$ cat src/rtl/safe_attempt_ctrl.sv
// Attempt sequencer for the digital safe: hands keypad code words to the p2s
// converter, waits for the lock verdict, and runs the door-open and lockout timers.
module safe_attempt_ctrl #(
  parameter int N           = 4,
  parameter int MAX_TRIES   = 3,
  parameter int VERDICT_TO  = 32,
  parameter int OPEN_CYC    = 8,
  parameter int LOCKOUT_CYC = 20
) (
  input  logic                           clk,
  input  logic                           rstn,
  input  logic                           code_valid,
  input  logic [N-1:0]                   code_data,
  output logic                           code_ready,
  output logic                           pvalid,
  output logic [N-1:0]                   pdata,
  input  logic                           pready,
  input  logic                           unlock_valid,
  input  logic                           unlock,
  input  logic                           relock,
  output logic                           door_open,
  output logic                           alarm,
  output logic [$clog2(MAX_TRIES+1)-1:0] fail_cnt
);

  localparam int FW     = $clog2(MAX_TRIES + 1);
  localparam int CMAX_A = (VERDICT_TO > OPEN_CYC) ? VERDICT_TO : OPEN_CYC;
  localparam int CMAX   = (CMAX_A > LOCKOUT_CYC) ? CMAX_A : LOCKOUT_CYC;
  localparam int CW     = $clog2(CMAX + 1);

  localparam logic [CW-1:0] VTO_LAST  = CW'(VERDICT_TO - 1);
  localparam logic [CW-1:0] OPEN_LAST = CW'(OPEN_CYC - 1);
  localparam logic [CW-1:0] LOCK_LAST = CW'(LOCKOUT_CYC - 1);
  localparam logic [FW-1:0] FAIL_LAST = FW'(MAX_TRIES - 1);
  localparam logic [FW-1:0] FAIL_MAX  = FW'(MAX_TRIES);

  typedef enum logic [2:0] {
    S_IDLE    = 3'd0,
    S_SEND    = 3'd1,
    S_WAIT    = 3'd2,
    S_OPEN    = 3'd3,
    S_LOCKOUT = 3'd4
  } state_e;

  state_e        state_q, state_d;
  logic [CW-1:0] cnt_q, cnt_d;
  logic [FW-1:0] fail_q, fail_d;
  logic [N-1:0]  pdata_q, pdata_d;
  logic          code_ready_q, pvalid_q, door_open_q, alarm_q;

  // Next-state, shared cycle counter, failure count and latched code word.
  always_comb begin
    state_d = state_q;
    cnt_d   = cnt_q;
    fail_d  = fail_q;
    pdata_d = pdata_q;
    case (state_q)
      S_IDLE: begin
        if (code_valid && code_ready_q) begin
          pdata_d = code_data;
          state_d = S_SEND;
        end else begin
          state_d = S_IDLE;
        end
      end
      S_SEND: begin
        if (pready) begin
          state_d = S_WAIT;
          cnt_d   = {CW{1'b0}};
        end else begin
          state_d = S_SEND;
        end
      end
      S_WAIT: begin
        // A verdict on the timeout cycle takes priority over the timeout.
        if (unlock_valid && unlock) begin
          state_d = S_OPEN;
          fail_d  = {FW{1'b0}};
          cnt_d   = {CW{1'b0}};
        end else if (unlock_valid || (cnt_q == VTO_LAST)) begin
          if (fail_q >= FAIL_LAST) begin
            state_d = S_LOCKOUT;
            fail_d  = FAIL_MAX;
            cnt_d   = {CW{1'b0}};
          end else begin
            state_d = S_IDLE;
            fail_d  = fail_q + FW'(1);
          end
        end else begin
          cnt_d = cnt_q + CW'(1);
        end
      end
      S_OPEN: begin
        if (relock || (cnt_q == OPEN_LAST)) begin
          state_d = S_IDLE;
        end else begin
          cnt_d = cnt_q + CW'(1);
        end
      end
      S_LOCKOUT: begin
        if (cnt_q == LOCK_LAST) begin
          state_d = S_IDLE;
          fail_d  = {FW{1'b0}};
        end else begin
          cnt_d = cnt_q + CW'(1);
        end
      end
      default: begin
        state_d = S_IDLE;
        cnt_d   = {CW{1'b0}};
        fail_d  = {FW{1'b0}};
        pdata_d = {N{1'b0}};
      end
    endcase
  end

  // State registers; Moore flags are registered from the next state.
  always_ff @(posedge clk or negedge rstn) begin
    if (!rstn) begin
      state_q      <= S_IDLE;
      cnt_q        <= {CW{1'b0}};
      fail_q       <= {FW{1'b0}};
      pdata_q      <= {N{1'b0}};
      code_ready_q <= 1'b1;
      pvalid_q     <= 1'b0;
      door_open_q  <= 1'b0;
      alarm_q      <= 1'b0;
    end else begin
      state_q      <= state_d;
      cnt_q        <= cnt_d;
      fail_q       <= fail_d;
      pdata_q      <= pdata_d;
      code_ready_q <= (state_d == S_IDLE);
      pvalid_q     <= (state_d == S_SEND);
      door_open_q  <= (state_d == S_OPEN);
      alarm_q      <= (state_d == S_LOCKOUT);
    end
  end

  assign code_ready = code_ready_q;
  assign pvalid     = pvalid_q;
  assign pdata      = pdata_q;
  assign door_open  = door_open_q;
  assign alarm      = alarm_q;
  assign fail_cnt   = fail_q;

endmodule

$ cat config.mk
export PLATFORM = sky130hd
export DESIGN_NAME = safe_attempt_ctrl
export DESIGN_NICKNAME = d
export VERILOG_FILES = /design/src/rtl/safe_attempt_ctrl.sv
export SDC_FILE = /design/constraint.sdc
export NUM_CORES = 1
export LEC_CHECK = 0
export ABC_CLOCK_PERIOD_IN_PS = 5100
export CAP_MARGIN = 20
export CORE_MARGIN = 2
export CORE_UTILIZATION = 50
export CTS_CLUSTER_SIZE = 20
export DETAILED_ROUTE_END_ITERATION = 7
export DONT_BUFFER_PORTS = 1
export SKIP_LAST_GASP = 1
export SLEW_MARGIN = 10
export SYNTH_ARGS = -nofsm -noshare
export SYNTH_HDL_FRONTEND = slang
export SYNTH_SLANG_ARGS = --single-unit
$ cat constraint.sdc
create_clock -name clk -period 5.1 [get_ports clk]
set_input_delay 0.255 -clock clk [delete_from_list [all_inputs] [get_ports clk]]
set_output_delay 0.255 -clock clk [all_outputs]
set_load 0.01 [all_outputs]
Word level (Yosys, flattened, before mapping) --
Index checks and enable logic that the tools add are counted.
Storage, ports and cells: register bits 19, output and inout bits 10
Cells by class: $add $sub $neg 2, $lt $le $gt $ge 1, eq/ne operators 17, mux-type cells 22, bitwise operators 3, reduce and logical (&&, ||, !) cells 11
Operators with widths (count):
- $mux W6 | 6
- $pmux W6 S5 | 1
- $mux W3 | 5
- $pmux W3 S5 | 1
- $eq A6 B5 Y1 const B | 2
- $mux W2 | 5
- $ne A2 B2 Y1 const B | 5
- $eq A3 B2 Y1 const B | 3
- $pmux W4 S2 | 1
- $add A6 B1 Y6 const B | 1
- $eq A3 B1 Y1 const B | 2
- $eq A3 B3 Y1 const B | 2
- $eq A6 B3 Y1 const B | 1
- $logic_not A3 Y1 | 2
- $pmux W2 S3 | 1
- $reduce_and A5 Y1 | 1
- $mux W4 | 1
- $ne A4 B4 Y1 const B | 1
- $reduce_or A4 Y1 | 1
- $ne A3 B3 Y1 const B | 1
- $not A1 Y1 | 3
- $reduce_and A3 Y1 | 1
- $reduce_or A3 Y1 | 1
- $add A2 B1 Y2 const B | 1
- 5 further kinds | 7

Longest topological paths before layout --
depth after elaboration 6, gate-level depth with buffers 7, depth with buffers taken out 6

Worst setup path after synthesis --
Ideal clock, no wire load.
kind register to register, from register cnt_q[0], to register cnt_q[5], setup time 0.090 ns, arrival time 1.696 ns, required time 5.010 ns, setup slack 3.313 ns, cell stages (with the launch flop) 8, path buffers 1, clock period less this slack 1.787 ns, path through dfrtp_1 > ha_1 > and3b_2 > a21oi_2 > or3_1 > buf_2 > and2_4 > o221ai_1
Between the ends: cells in the longest elaborated chain, start to end 5
Ends and longest elaborated chain:
- start: declaration | RTL line 46 | logic [CW-1:0] cnt_q, cnt_d;
- start signal: assignment | RTL line 121 | cnt_q <= {CW{1'b0}};
- start signal: assignment | RTL line 130 | cnt_q <= cnt_d;
- parallel branches: the longest is 5 deep, another holds $add A6 B1 Y6
Parallel ways; which one is timed is not known. The select of a mux whose other input is x is not followed. A chain may end at the register's enable or synchronous reset.

Worst setup path after layout --
Ends and elaborated chain as after synthesis.

==> reports/metrics.cfg <==
[final_layout]
area.growth.synth_to_final_pct = 2.97
share_of_post_route_cells_with_drive_strength_above_1 = 0.0924
insertedDiodeCount = 0
count_of_nets_after_finishing = 132
final.fill_count = 190
layout.cell_area.non_filler_sq_um = 1130

[routing]
route.detailed.vias_per_inst = 6.21
total_via_count_in_the_routed_design = 906
post_drt_wl_per_cell_um = 15.8
drc = 0
wl_mm = 2.31
detail-route-antenna-nets = 0
dr.pass1.iters = 4
detailedRoute.firstIterationViolations = 19

[timing]
timing.final.hold_violations = 0
period_share = 0.396
layout_min_cycle_time_ns = 2.02
unrepaired_setup_endpoints_after_global_routing = no
finalHoldWorstSlack_ns = 0.258
timing.setup.tns_ns = 0
worst_clock_skew_ns = 0.0140
finalSetupViolCount = 0
slew-limit-headroom = 0.427
slew_viols_final = 0
fmax_mhz = 496
max_slew.worst_pin.slew_ns = 0.857
final_critical_path_setup_slack_ns = 3.08

[synth]
synth-compound-area-share = 0.218
synth-async-reset-ratio = 1.00
sequential_area_share_after_synthesis = 0.435
dominant_combinational_cell_family_by_area_after_synthesis = simple AND/OR/NAND/NOR gates
ys_warn_count = 0
synth.cell_area_sq_um = 1100
synth_simple_gate_area_share = 0.239
synthXorXnorAreaFrac = 0
synthFlopType = dfrtp_1
syn_area_per_cell_sq_um = 8.98
post_synth_inst_count = 122
synth_adder_area_share = 0.0114
synth.net_count = 134
synth_enable_flop_cells = 0
ys_seq_elements = 19
yosysUniqueCellTypes = 39
synth.area.mux_share = 0.0377

[die]
std_cell_rows = 16
floorplan.die_area_sq_um = 2580
die-height_um = 50.8
die_x_um = 50.8
floorplan.initialDensity = 0.542
io-pin-count = 21
core-area_sq_um = 2020

[worst_setup_path]
criticalPathCategory = reg2reg
critical_path_data_required_time_ns = 5.31
worst_setup_path_end_kind = flop
critPathArrivalTime_ns = 2.23
launching_element_type_of_the_critical_path = flop
maximum_fanout_encountered_on_the_critical_timing_path = 8

[grt]
globalRoute.totalOverflow = 0
grt_first_pass_wirelength_mm = 4.06
via_count_of_the_first_global_routing_pass = 875
track_usage = 0.206
grt_start_max_net_pins = 20
antenna_found_initial = 0

[cts]
post_cts_resized = 0
tritoncts_clock_tree = built
clk_latency_ns = 0.31
cts-htree-levels = 1
tritoncts_num_sinks = 19
clk_transition_reported_paths_ns = 0.12
clk_path_buf_depth = 2
buffer_cell_driving_the_clock_tree_root = clkbuf_4
inserted_clock_buffers = 3

[hold_path]
worstHoldPathType = in2reg

[status]
outcome = finished clean

[pwr]
fin_total_pwr_mw = 0.517
cellPowerDensity_nw_per_um2 = 458
vdd_drop_max_uv = 213
leak_nw = 0.471

[job]
drv.max_cap_violation_count = 0

[placed_design]
port-buffer-count = 0
place_ws_ns = 3.12
place_hpwl_mm = 1.67
placed_cell_area_sq_um = 1090
place_congestion = 0.816

==> worst paths after layout <==
path | slack, ns | depth (start not counted) | endpoint | start
max | 3.08 | 6 | cnt_q[5] | cnt_q[0]
min | 0.26 | 3 | pdata[3] | code_data[3]
max reg2reg | 3.08 | 6 | cnt_q[5] | cnt_q[0]
min reg2reg | 0.54 | 1 | cnt_q[0] | cnt_q[0]
max in group asynchronous | 4.07 | 1 | pdata[0] | rstn
min in group asynchronous | 0.48 | 1 | door_open | rstn
==> through the flow <==
step	utilization	cells
after floorplan	-	122
after global placement	0.540	141
after detailed placement	0.540	141
after CTS	0.558	146
after global routing	0.558	146
final	0.558	146
==> layout make-up <==
type	instances	area, sq um	area share
repair buffers	1	10.0	0.00887
inverters	7	26.3	0.0233
flip-flops and latches	19	477	0.422
clock buffers	3	22.5	0.0200
clock inverters	1	5.00	0.00443
multi-input cells	88	554	0.491
well taps	27	33.8	0.0299
==> per-layer routing <==
layer  wire length, um  up-vias  track usage
met5                 0        -            0
met4                31        0       0.0766
met3                99        5       0.0263
met2              1130       30        0.353
met1              1040      431        0.266
li1                  -      440            -
==> kinds of logic (layout without fill, tap and decap cells) <==
group	after synthesis	in the layout
AOI/OAI and AO/OA	35	35
buffers and inverters	15	12
muxes	4	4
DFF	19	19
and+or+nand+nor	48	48
adders and majority gates	1	1
==> cell usage in the layout, fill, tap and decap left out, drive strengths merged, types with 2 or more instances in the layout <==
cell type | netlist | final
dfrtp | 18 | 18
nand2 | 14 | 14
o21ai | 8 | 8
a21oi | 8 | 8
inv | 7 | 7
nand3 | 7 | 7
nor3 | 5 | 5
nor2 | 5 | 5
a22o | 4 | 4
o211ai | 4 | 4
and2 | 4 | 4
mux2i | 3 | 3
nand4 | 3 | 3
clkbuf | 4 | 3
o32ai | 2 | 2
nor3b | 2 | 2
a31oi | 2 | 2
nand2b | 2 | 2
==> worst max-delay path, cell delays in order (launching register included) <==
cell	delay, ns
dfrtp_1	0.41
ha_1	0.33
and3b_2	0.26
a21oi_2	0.09
or3_1	0.47
and2_4	0.20
o221ai_1	0.17
==> registers in the layout, indices dropped and copies added, names as in the netlist <==
signal,cells
pdata,4
fail_cnt,2
code_ready,1
cnt_q,6
alarm,1
door_open,1
pvalid,1
state_q,3
==> timing repair <==
item | in CTS | in global routing
endpoints found under the hold margin | 19 | 0
buffers inserted | 0 | 0
hold buffers | 1 | 0
==> cells in the mapped netlist (all sizes together) (2+ instances only) <==
library cell  instances  area share
dfrtp                18        0.41
nand2                14       0.048
a21oi                 8       0.040
o21ai                 8       0.037
inv                   7       0.024
nand3                 7       0.032
nor2                  5       0.017
nor3                  5       0.023
a22o                  4       0.032
and2                  4       0.025
buf                   4       0.021
clkbuf                4       0.015
o211ai                4       0.027
mux2i                 3       0.027
nand4                 3       0.017
a31oi                 2       0.011
nand2b                2       0.011
nor3b                 2       0.014
o32ai                 2       0.016
==> power by group <==
part           internal [mW]  switching (mW)  total [mW]
Clock                 0.0293          0.0481      0.0774
Combinational         0.0778           0.102       0.180
Sequential             0.197          0.0629       0.259
(Power assumes the default switching activity.)
